===== config.mk =====
export PLATFORM = sky130hd
export DESIGN_NAME = vga_console_ctrl
export DESIGN_NICKNAME = d
export VERILOG_FILES = /design/src/rtl/vga_console_pkg.sv /design/src/rtl/vga_console_ctrl.sv
export SDC_FILE = /design/constraint.sdc
export NUM_CORES = 1
export LEC_CHECK = 0
export CAP_MARGIN = 15
export CORE_UTILIZATION = 54
export CTS_CLUSTER_SIZE = 24
export DETAILED_ROUTE_END_ITERATION = 12
export PLACE_DENSITY = 0.82
export SLEW_MARGIN = 10
export SYNTH_ARGS = -nofsm -noshare
export SYNTH_HDL_FRONTEND = slang
export SYNTH_SLANG_ARGS = --single-unit

===== constraint.sdc =====
create_clock -name clk -period 3 [get_ports clk]
set_input_delay 0.75 -clock clk [delete_from_list [all_inputs] [get_ports clk]]
set_output_delay 0.75 -clock clk [all_outputs]
set_load 0.01 [all_outputs]

===== src/rtl/vga_console_pkg.sv =====
// Shared constants and types for the VGA text-console controller.
package vga_console_pkg;

  localparam int unsigned COLS_DEF = 69;
  localparam int unsigned ROWS_DEF = 29;
  localparam int unsigned ROW_W    = 5;
  localparam int unsigned COL_W    = 7;

  localparam logic [7:0] CH_BS = 8'h08;
  localparam logic [7:0] CH_LF = 8'h0A;
  localparam logic [7:0] CH_FF = 8'h0C;
  localparam logic [7:0] CH_CR = 8'h0D;
  localparam logic [7:0] CH_SP = 8'h20;

  typedef enum logic [1:0] {
    IDLE,
    CLEAR_ALL,
    CLEAR_LINE
  } state_e;

  function automatic logic is_printable(input logic [7:0] ch);
    return (ch >= 8'h20) && (ch <= 8'h7E);
  endfunction

endpackage


===== src/rtl/vga_console_ctrl.sv =====
// Text-console controller: owns the character-memory write port, interprets
// control codes, tracks the cursor and scrolls via a circular row base.
module vga_console_ctrl
  import vga_console_pkg::*;
#(
  parameter int unsigned COLS   = COLS_DEF,
  parameter int unsigned ROWS   = ROWS_DEF,
  parameter logic [2:0]  CLR_FG = 3'b111,
  parameter logic [2:0]  CLR_BG = 3'b000
) (
  input  logic             clk,
  input  logic             rst,
  input  logic             in_valid,
  output logic             in_ready,
  input  logic [7:0]       in_char,
  input  logic [2:0]       in_fg,
  input  logic [2:0]       in_bg,
  output logic             we,
  output logic [ROW_W-1:0] wr_addr,
  output logic [COL_W-1:0] wc_addr,
  output logic [7:0]       w_ascii,
  output logic [2:0]       w_fg_color,
  output logic [2:0]       w_bg_color,
  output logic [ROW_W-1:0] row_base,
  output logic [ROW_W-1:0] cur_row,
  output logic [COL_W-1:0] cur_col,
  output logic             busy
);

  localparam logic [ROW_W-1:0] LastRow  = ROW_W'(ROWS - 1);
  localparam logic [COL_W-1:0] LastCol  = COL_W'(COLS - 1);
  localparam logic [ROW_W:0]   RowsWide = (ROW_W + 1)'(ROWS);

  state_e           state_q, state_d;
  logic [ROW_W-1:0] row_cnt_q, row_cnt_d;
  logic [COL_W-1:0] col_cnt_q, col_cnt_d;
  logic [ROW_W-1:0] row_base_q, row_base_d;
  logic [ROW_W-1:0] cur_row_q, cur_row_d;
  logic [COL_W-1:0] cur_col_q, cur_col_d;
  logic             we_q, we_d;
  logic [ROW_W-1:0] wr_addr_q, wr_addr_d;
  logic [COL_W-1:0] wc_addr_q, wc_addr_d;
  logic [7:0]       w_ascii_q, w_ascii_d;
  logic [2:0]       w_fg_q, w_fg_d;
  logic [2:0]       w_bg_q, w_bg_d;

  logic [ROW_W:0]   phys_sum;
  logic [ROW_W-1:0] phys_row;
  logic             line_adv;

  // Physical row of the cursor: both operands are below ROWS, so one
  // conditional subtract is enough for the modulo.
  always_comb begin
    phys_sum = {1'b0, row_base_q} + {1'b0, cur_row_q};
    if (phys_sum >= RowsWide) begin
      phys_row = ROW_W'(phys_sum - RowsWide);
    end else begin
      phys_row = phys_sum[ROW_W-1:0];
    end
  end

  // Next-state, cursor and write-port decisions.
  always_comb begin
    state_d    = state_q;
    row_cnt_d  = row_cnt_q;
    col_cnt_d  = col_cnt_q;
    row_base_d = row_base_q;
    cur_row_d  = cur_row_q;
    cur_col_d  = cur_col_q;
    we_d       = 1'b0;
    wr_addr_d  = wr_addr_q;
    wc_addr_d  = wc_addr_q;
    w_ascii_d  = w_ascii_q;
    w_fg_d     = w_fg_q;
    w_bg_d     = w_bg_q;
    line_adv   = 1'b0;

    case (state_q)
      IDLE: begin
        if (in_valid) begin
          if (is_printable(in_char)) begin
            we_d      = 1'b1;
            wr_addr_d = phys_row;
            wc_addr_d = cur_col_q;
            w_ascii_d = in_char;
            w_fg_d    = in_fg;
            w_bg_d    = in_bg;
            if (cur_col_q == LastCol) begin
              cur_col_d = '0;
              line_adv  = 1'b1;
            end else begin
              cur_col_d = cur_col_q + 1'b1;
            end
          end else begin
            case (in_char)
              CH_LF: begin
                cur_col_d = '0;
                line_adv  = 1'b1;
              end
              CH_CR: cur_col_d = '0;
              CH_BS: begin
                // No reverse wrap at column 0.
                if (cur_col_q != '0) begin
                  cur_col_d = cur_col_q - 1'b1;
                  we_d      = 1'b1;
                  wr_addr_d = phys_row;
                  wc_addr_d = cur_col_q - 1'b1;
                  w_ascii_d = CH_SP;
                  w_fg_d    = CLR_FG;
                  w_bg_d    = CLR_BG;
                end
              end
              CH_FF: begin
                row_base_d = '0;
                cur_row_d  = '0;
                cur_col_d  = '0;
                row_cnt_d  = '0;
                col_cnt_d  = '0;
                state_d    = CLEAR_ALL;
              end
              default: ;
            endcase
          end

          if (line_adv) begin
            if (cur_row_q != LastRow) begin
              cur_row_d = cur_row_q + 1'b1;
            end else begin
              // Scroll: the old top row becomes the new bottom row and is blanked.
              row_base_d = (row_base_q == LastRow) ? '0 : row_base_q + 1'b1;
              row_cnt_d  = row_base_q;
              col_cnt_d  = '0;
              state_d    = CLEAR_LINE;
            end
          end
        end
      end

      CLEAR_ALL: begin
        we_d      = 1'b1;
        wr_addr_d = row_cnt_q;
        wc_addr_d = col_cnt_q;
        w_ascii_d = CH_SP;
        w_fg_d    = CLR_FG;
        w_bg_d    = CLR_BG;
        if (col_cnt_q == LastCol) begin
          col_cnt_d = '0;
          if (row_cnt_q == LastRow) begin
            row_cnt_d = '0;
            state_d   = IDLE;
          end else begin
            row_cnt_d = row_cnt_q + 1'b1;
          end
        end else begin
          col_cnt_d = col_cnt_q + 1'b1;
        end
      end

      CLEAR_LINE: begin
        we_d      = 1'b1;
        wr_addr_d = row_cnt_q;
        wc_addr_d = col_cnt_q;
        w_ascii_d = CH_SP;
        w_fg_d    = CLR_FG;
        w_bg_d    = CLR_BG;
        if (col_cnt_q == LastCol) begin
          col_cnt_d = '0;
          state_d   = IDLE;
        end else begin
          col_cnt_d = col_cnt_q + 1'b1;
        end
      end

      default: state_d = IDLE;
    endcase
  end

  // State and registered write port; reset restarts the full-screen clear.
  always_ff @(posedge clk) begin
    if (rst) begin
      state_q    <= CLEAR_ALL;
      row_cnt_q  <= '0;
      col_cnt_q  <= '0;
      row_base_q <= '0;
      cur_row_q  <= '0;
      cur_col_q  <= '0;
      we_q       <= 1'b0;
      wr_addr_q  <= '0;
      wc_addr_q  <= '0;
      w_ascii_q  <= CH_SP;
      w_fg_q     <= CLR_FG;
      w_bg_q     <= CLR_BG;
    end else begin
      state_q    <= state_d;
      row_cnt_q  <= row_cnt_d;
      col_cnt_q  <= col_cnt_d;
      row_base_q <= row_base_d;
      cur_row_q  <= cur_row_d;
      cur_col_q  <= cur_col_d;
      we_q       <= we_d;
      wr_addr_q  <= wr_addr_d;
      wc_addr_q  <= wc_addr_d;
      w_ascii_q  <= w_ascii_d;
      w_fg_q     <= w_fg_d;
      w_bg_q     <= w_bg_d;
    end
  end

  assign in_ready   = (state_q == IDLE);
  assign busy       = ~in_ready;
  assign we         = we_q;
  assign wr_addr    = wr_addr_q;
  assign wc_addr    = wc_addr_q;
  assign w_ascii    = w_ascii_q;
  assign w_fg_color = w_fg_q;
  assign w_bg_color = w_bg_q;
  assign row_base   = row_base_q;
  assign cur_row    = cur_row_q;
  assign cur_col    = cur_col_q;

endmodule


After elaboration in Yosys (flattened, before gate mapping)
Index checks and enable logic that the tools add are counted.
Word-level totals
  bits in registers: 58
  bits in latches: 0
  RAM bits: 0
  ROM bits: 0
  bits of input ports: 17
  memories: 0
Operators by class
  add/subtract/negate cells: 8
  $mul: 0
  divide/modulo/power cells: 0
  order comparisons: 3
  equal/unequal tests: 18
  shifts and indexed selects: 0
  muxes and demuxes: 72
  bitwise gates (word level): 1
  reductions and logical operators: 14
Operators with widths (number)
  2-to-1 mux 5 bit: 21
  2-to-1 mux 7 bit: 12
  case mux 7 bit (2 select lines): 3
  equality test 8 x 4 -> 1 bit, second input constant: 4
  2-to-1 mux 8 bit: 4
  2-to-1 mux 3 bit: 8
  case mux 5 bit (2 select lines): 2
  2-to-1 mux 2 bit: 8
  case mux 8 bit (2 select lines): 1
  adder 5 x 1 -> 5 bit, second input constant: 3
  adder 7 x 1 -> 7 bit, second input constant: 2
  equality test 7 bit, second input constant: 2
  case mux 3 bit (2 select lines): 2
  AND reduction 4 bit: 3
  equality test 5 bit, second input constant: 2
  2-to-1 mux 1 bit: 9
  >= comparator 8 x 6 -> 1 bit, second input constant: 1
  <= comparator 8 x 7 -> 1 bit, second input constant: 1
  inequality test 2 bit, second input constant: 4
  nonzero test 7 bit: 1
  subtractor 7 x 1 -> 7 bit, second input constant: 1
  adder 5 x 5 -> 6 bit: 1
  >= comparator 6 x 5 -> 1 bit, second input constant: 1
  inequality test 3 x 1 -> 1 bit, second input constant: 2
  16 further kinds: 18

Logic depth before layout (Yosys ltp)
Gate-level depths: netlist of the first run.
  depth after elaboration: 8
  gate-level depth with buffers: 10

Least setup slack after synthesis of the first run
OpenSTA, ideal clock, no wires.
  path type: input port to flip-flop
  from: input port in_char[4]
  to: register w_ascii_q[5], in the netlist w_ascii[5]
  arrival: 2.525 ns
  slack: 0.344 ns
  stages on the path: 8
  path through: or4b_4 nor4_4 o211ai_4 a311o_1 buf_2 buf_6 nor3_1 o21ai_1
Between the ends
  cells in the longest elaborated chain, start to end: 5
  elaborated cells between the ends (all ways): 10
  those cells by class: order compare (2); eq/ne (3); mux (3); reduce/logical (2)
Ends and longest elaborated chain
  from (decl): RTL line vga_console_ctrl.sv:15  | input logic [7:0] in_char,
  >= comparator 8 x 6 -> 1 bit / <= comparator 8 x 7 -> 1 bit (equally long branches): RTL line vga_console_pkg.sv:22  | return (ch >= 8'h20) && (ch <= 8'h7E);
  logical AND 1 bit: RTL line vga_console_pkg.sv:22
  2-to-1 mux 8 bit: RTL line vga_console_ctrl.sv:81  | if (is_printable(in_char)) begin
  2-to-1 mux 8 bit: RTL line vga_console_ctrl.sv:80  | if (in_valid) begin
  case mux 8 bit (2 select lines): RTL line vga_console_ctrl.sv:78  | case (state_q)
  to (signal assigned): RTL line vga_console_ctrl.sv:203  | w_ascii_q <= w_ascii_d;
  to (decl): RTL line vga_console_ctrl.sv:43  | logic [7:0] w_ascii_q, w_ascii_d;
Parallel ways exist; a longest one is shown, timed or not. The select of a mux whose other input is x is not followed.
A chain may end at the register's enable or synchronous reset.

Worst setup path after layout of the first run
  from: input port in_char[4]
  to: register row_cnt_q[4]
Between the ends
  cells in the longest elaborated chain, start to end: 8
  elaborated cells between the ends (all ways): 15
  those cells by class: order compare (2); eq/ne (2); mux (10); reduce/logical (1)
Ends and longest elaborated chain
  >= comparator 8 x 6 -> 1 bit (tied with other cells): RTL line vga_console_pkg.sv:22
  logical AND 1 bit / 2-to-1 mux 1 bit (equally long branches): RTL line vga_console_pkg.sv:22, vga_console_ctrl.sv:95
  2-to-1 mux 1 bit: RTL line vga_console_ctrl.sv:81
  2-to-1 mux 1 bit: RTL line vga_console_ctrl.sv:80
  2-to-1 mux 1 bit: RTL line vga_console_ctrl.sv:78
  2-to-1 mux 5 bit *: RTL line vga_console_ctrl.sv:125  | if (line_adv) begin
  2-to-1 mux 5 bit *: RTL line vga_console_ctrl.sv:80
  case mux 5 bit (2 select lines) *: RTL line vga_console_ctrl.sv:78
  to (signal assigned): RTL line vga_console_ctrl.sv:195  | row_cnt_q <= row_cnt_d;
  to (decl): RTL line vga_console_ctrl.sv:35  | logic [ROW_W-1:0] row_cnt_q, row_cnt_d;
Every way passes the cells marked *; elsewhere a longest branch is shown, timed or not. The select of a mux whose other input is x is not followed.

==> results.md, run 1 <==
* Crit path DAT at 3.14 ns
* Final antenna-violating net count at 0
* DP HPWL at around 7.6 mm
* Main combinational cell family by area after synthesis: compound AO/OA/AOI/OAI gates
* Reg2reg end: wr_addr[1]
* CTS sink count at 58
* Synth top area cells: dfxtp_1 (31%), ha_1 (7.0%), nand3_1 (5.2%), a21oi_1 (4.8%), nand2_1 (4.2%)
* Reg area at 1160 µm²
* Syn Inst Count at between 400 and 500
* CTS max path bufs at 2
* First-pass GRT wire length at 17.4 mm
* DRT Wirelength at 10.5 mm
* Total power at 1.60 mW
* RePlAce Congestion at 0.913
* Share of cells above drive strength 1 at 0.102
* Largest net degree at the start of global routing at 41
* Worst Tran Pin Value at 0.662 ns
* Starting Density at 0.558
* CTS tree: built
* Area occupied by multi-input gates at 2390 µm²
* Unrepaired setup endpoints after global routing: no
* Max-Cap Viols at 0
* CTS buffer count at 9
* Crit end category: register
* Hold Crit Endpoint: w_ascii[6]
* Synthesized cell area at approximately 3800 µm²
* Initial antenna violation count at 0
* Reg2Reg Depth at 10
* Reg clk slew, reported paths at 0.06 ns
* Worst R2R Setup Slack at 0.42 ns
* Pwr dens at around 340 nW/µm²
* Post-synth top area share at 0.308
* Largest fanout on the critical path at 4
* FP Rows at 30
* Synth Net Count at around 500
* Rel. slew slack at 0.558
* DR DRC count at 0
* Final setup viols at 0
* Fin cells at about 630
* Placed Cells at 616
* Fmax at 0.345 GHz
* Path type of the worst setup path: in2reg
* Clk_lat worst skew at 0.34 ns
* Req. time, crit path at ~3.2 ns
* Mux cell area share after synthesis at 0.0186
* Slew Limit Fails at 0
* Overflow after GRT at 0
* DIE AREA at between 7000 and 8000 µm²
* Post-synth top flop: dfxtp_1
* Total Nets Final at 586
* Via density at 6.29
* Initial DRC count at 285
* CP cell instances: clkdlybuf4s50_1 > or4b_4 > or4_1 > o31ai_1 > buf_4 > mux2i_1 > o221ai_1 > o211a_1
* Hold Crit Start: w_ascii[6]
* Post-Synth Adder-Cell Area at 0.0750
* Number of synthesized register bits at 58
* Ys async rst share at 0
* Buffers on Ports at 62
* Vias at 3,969
* XOR/XNOR share of the synthesized area at 0.0302
* Hold path depth at 2
* Fin. Hold Viols at 0
* # fillers at 555
* Mean Syn Cell Area at 7.99 µm²
* Gr usage total at 0.297
* Postcts setup bufs at 0
* Pleak at 1.87 nW
* Post-cts resize count at 0
* Die width at 85.6 µm
* IO Count at 63
* Reg2reg start: cur_row[0]
* Max VDD drop at 0.206 mV
* CP max stage cell: or4b_4
* Synthesis-to-layout area growth at 26.1%
* Compound-Gate Fraction of Synth Area at 0.259
* Routed WL per cell at 16.7 µm
* Min-delay worst type: reg2reg
* Post-synthesis sequential area ratio at 0.308
* Clock Skews at 0.0108 ns
* Cts hold-fix bufs at 0
* Final worst-path cycle share at 0.967
* Startpoint Class: input pin
* Simple-Gate Fraction of Synth Area at 0.251
* Core footprint at 6760 µm²
* Vias in the first global route at 3,671
* Ant. Diodes at 0
* TritonRoute pass-1 iters at 6
* Synth warn at 0
* Number of synthesized flops with an enable pin at 0
* Root buf cell: clkbuf_8
* Post-synthesis cell type count at 74
* Max incr delay on CP at 0.58 ns
* H-tree depth at 3
* Synth area leader: dfxtp_1
* Outcome: finished clean
* Minimum clock period after layout at 2.90 ns
* Chip height at 85.6 µm
## layout make-up
cell class	count	area share
sequential	58	0.244
clock inverter	3	0.00842
tap	80	0.0210
clock buffer	12	0.0305
multi-input combinational	365	0.503
timing repair buffer	90	0.175
inverter	23	0.0182
## how the worst max path moves through the flow
stage                           from            to  slack [ns]  depth (start not counted)
after floorplan           in_char[4]    w_ascii[5]        0.34                          8
after global placement    in_char[4]  row_cnt_q[4]       -0.16                          8
after detailed placement  in_char[4]  row_cnt_q[4]       -0.22                          8
after CTS                 in_char[4]  row_cnt_q[4]        0.13                          8
after global routing      in_char[4]  row_cnt_q[4]        0.02                          8
final                     in_char[4]  row_cnt_q[4]         0.1                          8
## metrics by stage
step                      TNS, ns  setup WS [ns]  hold WS (ns)  area (µm²)  utilization
after CTS                       0          0.126         0.454        4760        0.704
after floorplan                 0          0.344         0.465        3770            -
after global placement      -1.98         -0.163         0.437        4570        0.676
after global routing            0         0.0225         0.480        4760        0.704
after detailed placement    -3.87         -0.216         0.445        4570        0.676
final                           0         0.0993         0.450        4760        0.704
## cells by family after synthesis
logic type / count (synthesis)
muxes: 7
xor gates and xnor gates: 13
buffers and inverters: 49
and+or+nand+nor: 183
AOI/OAI and AO/OA: 140
adders and majority gates: 22
DFF: 58
## Yosys cell counts (4+ instances only)
library cell / n
a211oi_1: 11
a21oi_1: 36
a31oi_1: 4
and2_1: 4
and3_1: 8
clkbuf_1: 16
dfxtp_1: 58
ha_1: 21
inv_1: 21
mux2i_1: 7
nand2_1: 42
nand2b_1: 6
nand3_1: 39
nand4_1: 8
nor2_1: 35
nor3_1: 14
o211ai_1: 6
o21a_1: 6
o21ai_0: 29
o21ai_1: 4
o22ai_1: 4
o31ai_1: 4
or3_1: 4
xnor2_1: 8
xor2_1: 5
## worst max-delay path, delay by kind of cell
| family | cells | cell delay, ns |
|---|---|---|
| AOI/OAI and AO/OA | 3 | 0.46 |
| buffers and inverters | 2 | 0.65 |
| muxes | 1 | 0.18 |
| and+or+nand+nor | 2 | 1.10 |
## flip-flops by register name, indices dropped and copies added, names as in the netlist, 2 cells and up
register,flops
col_cnt_q,7
cur_col,7
cur_row,5
row_base,5
row_cnt_q,5
state_q,2
w_ascii,8
w_bg_color,3
w_fg_color,3
wc_addr,7
wr_addr,5
## routing by layer
| metal | wire length, µm | global-route usage | vias up |
|---|---|---|---|
| met1 | 4450 | 0.380 | 1859 |
| li1 | - | - | 1901 |
| met5 | 0 | 0 | - |
| met3 | 622 | 0.0500 | 36 |
| met2 | 5070 | 0.489 | 173 |
| met4 | 384 | 0.142 | 0 |
## layout by cell type, fill, tap and decap left out, types with 4 or more instances in the layout
cell type	Yosys	routed
a211oi_1	11	11
nor3_1	14	14
o31ai_1	4	4
and2_1	4	4
and3_1	8	8
o21ai_0	29	29
a31oi_1	4	4
nand3_1	39	39
nand2_1	42	42
o211ai_1	6	6
o21a_1	6	6
dfxtp_1	58	58
xnor2_1	8	8
buf_4	1	28
or3_1	4	4
mux2i_1	7	7
ha_1	21	21
nand4_1	8	8
o22ai_1	4	4
a21oi_1	36	36
clkdlybuf4s50_1	0	62
inv_1	21	21
o21ai_1	4	4
nor2_1	35	35
xor2_1	5	5
nand2b_1	6	6
clkbuf_8	0	10
## report_power, final
part | leakage, nW | switching (mW) | internal [mW]
Combinational | 1.31 | 0.0608 | 0.0526
Clock | 0.0962 | 0.314 | 0.400
Sequential | 0.468 | 0.00386 | 0.774
Power figures use the tool's default switching activity.
==> inputs of run 2 (changes only) <==
--- a/config.mk
+++ b/config.mk
@@ -9,7 +9,8 @@
 export CORE_UTILIZATION = 54
 export CTS_CLUSTER_SIZE = 24
 export DETAILED_ROUTE_END_ITERATION = 12
-export PLACE_DENSITY = 0.82
+export GPL_ROUTABILITY_DRIVEN = 0
+export PLACE_DENSITY = 0.81
 export SLEW_MARGIN = 10
 export SYNTH_ARGS = -nofsm -noshare
 export SYNTH_HDL_FRONTEND = slang
==> run 2 against run 1 <==
  * Setup slack gained 0.037 ns
  * Non-clock buffer count grew 3
  * First-iteration DRC count shrank 25%
  * Critical endpoint unchanged
==> results.md, run 2 (synthesis gave the netlist of run 1 again) <==
* Gr usage total at 0.303
* H-tree depth at 3
* Die width at roughly 86 µm
* Max reg flops at 8
* Pre-CTS setup slack at -0.217 ns
* Combined buffer and inverter count along the critical path at 2
* Max VDD drop at approximately 0.23 mV
* Worst R2R Setup Slack at roughly 0.37 ns
* Req. time, crit path at 3.24 ns
* DR DRC count at 0
* FP Rows at 30
* Fmax at 0.349 GHz
* Core footprint at 6760 µm²
* Vias in the first global route at 3,886
* Reg2reg start: cur_row[0]
* Startpoint Class: input pin
* Final worst-path cycle share at 0.955
* DRT Wirelength at 10.6 mm
* Final setup viols at 0
* Clock Skews at 0.00740 ns
* First-pass GRT wire length at 17.7 mm
* TritonRoute pass-1 iters at 6
* Outcome: finished clean
* Initial antenna violation count at 0
* CTS tree: built
* Largest fanout on the critical path at 5
* Total Nets Final at roughly 600
* Starting Density at 0.558
* Via density at 6.30
* IO Count at 63
* Path type of the worst setup path: in2reg
* Post-cts resize count at 0
* DP HPWL at 7.63 mm
* Vias at 4,002
* Total power at 1.63 mW
* CP cell instances: clkdlybuf4s50_1 > or4b_4 > or4_1 > o31ai_1 > buf_4 > mux2i_1 > o221ai_1 > o211a_1
* Max-Cap Viols at 0
* Reg area at 1160 µm²
* Root buf cell: clkbuf_8
* Buffers on Ports at between 60 and 70
* Reg2reg end: wr_addr[1]
* Crit path DAT at 3.10 ns
* CTS max path bufs at 2
* Unrepaired setup endpoints after global routing: no
* Area occupied by multi-input gates at approximately 2400 µm²
* Cts hold-fix bufs at 0
* Fin. Hold Viols at 0
* Clk_lat worst skew at 0.35 ns
* Crit end category: register
* Largest net degree at the start of global routing at ~40
* Initial DRC count at 213
* Ant. Diodes at 0
* Worst path depth at 8
* Slew Limit Fails at 0
* Pleak at between 1.5 and 2 nW
* Reg clk slew, reported paths at 0.07 ns
* Crit-path leading delay family: simple AND/OR/NAND/NOR gates
* Overflow after GRT at 0
* Critical path origin: in_char[4]
* Worst Tran Pin Value at ~0.65 ns
* Commonest cells after routing, fill and taps aside: clkdlybuf4s50_1 (62), dfxtp_1 (58), nand2_1 (42)
* # fillers at 547
* Rel. slew slack at 0.567
* Share of cells above drive strength 1 at 0.110
* DIE AREA at 7320 µm²
* Synthesis-to-layout area growth at 27.0%
* Max incr delay on CP at 0.58 ns
* Routed WL per cell at 16.6 µm
* CTS sink count at slightly below 60
* Postcts setup bufs at 0
* Reg2Reg Depth at 10
* CP max stage cell: or4b_4
* CTS buffer count at 9
* Pwr dens at roughly 340 nW/µm²
* Min-delay worst type: reg2reg
* Final antenna-violating net count at 0
* Chip height at 85.6 µm
* CP endpoint: row_cnt_q[4]
* Commonest non-fill, non-tap cell in the layout: clkdlybuf4s50_1
* Minimum clock period after layout at 2.86 ns
* PnR worst setup slack at 0.136 ns
-- run 2: worst min-delay path, delay by kind of cell, from the launching register on --
| family | cells | cell delay, ns |
|---|---|---|
| AO/OA/AOI/OAI | 1 | 0.05 |
| flip-flops | 1 | 0.31 |
| AND/OR/NAND/NOR | 1 | 0.05 |
-- run 2: cell type report --
cell class | count | share of cell area
multi-input combinational | 365 | 0.500
sequential | 58 | 0.242
timing repair buffer | 93 | 0.178
clock buffer | 11 | 0.0295
tap | 80 | 0.0209
inverter | 23 | 0.0180
clock inverter | 5 | 0.0112
-- run 2: how the worst min path moves through the flow --
stage | start | to | cells after the start
floorplan | col_cnt_q[6] | col_cnt_q[6] | 1
global placement | w_ascii[3] | w_ascii[3] | 2
detailed placement | w_ascii[1] | w_ascii[1] | 2
CTS | w_ascii[1] | w_ascii[1] | 2
global route | w_ascii[1] | w_ascii[1] | 2
finish | w_ascii[1] | w_ascii[1] | 2
-- run 2: metrics by stage --
stage	cell area (µm²)	hold WS (ns)	TNS (ns)	std cells	utilization
global placement	4590	0.437	-1.87	619	0.680
finish	4790	0.453	0	635	0.709
detailed placement	4590	0.444	-3.42	619	0.680
floorplan	3770	0.465	0	472	-
CTS	4790	0.453	0	635	0.709
global route	4790	0.472	0	635	0.709
-- run 2: power by group --
group	leakage (nW)	switching, mW	total [mW]	internal, mW
Combinational	1.32	0.0615	0.115	0.0534
Clock	0.103	0.331	0.734	0.403
Sequential	0.468	0.00362	0.778	0.774
Total	1.89	0.396	1.63	1.23
-- run 2: layer usage --
metal,vias up,global-route usage,share of wire
li1,1904,-,-
met1,1886,0.361,0.43
met2,164,0.519,0.48
met5,-,0,0
met3,48,0.0481,0.054
met4,0,0.171,0.039
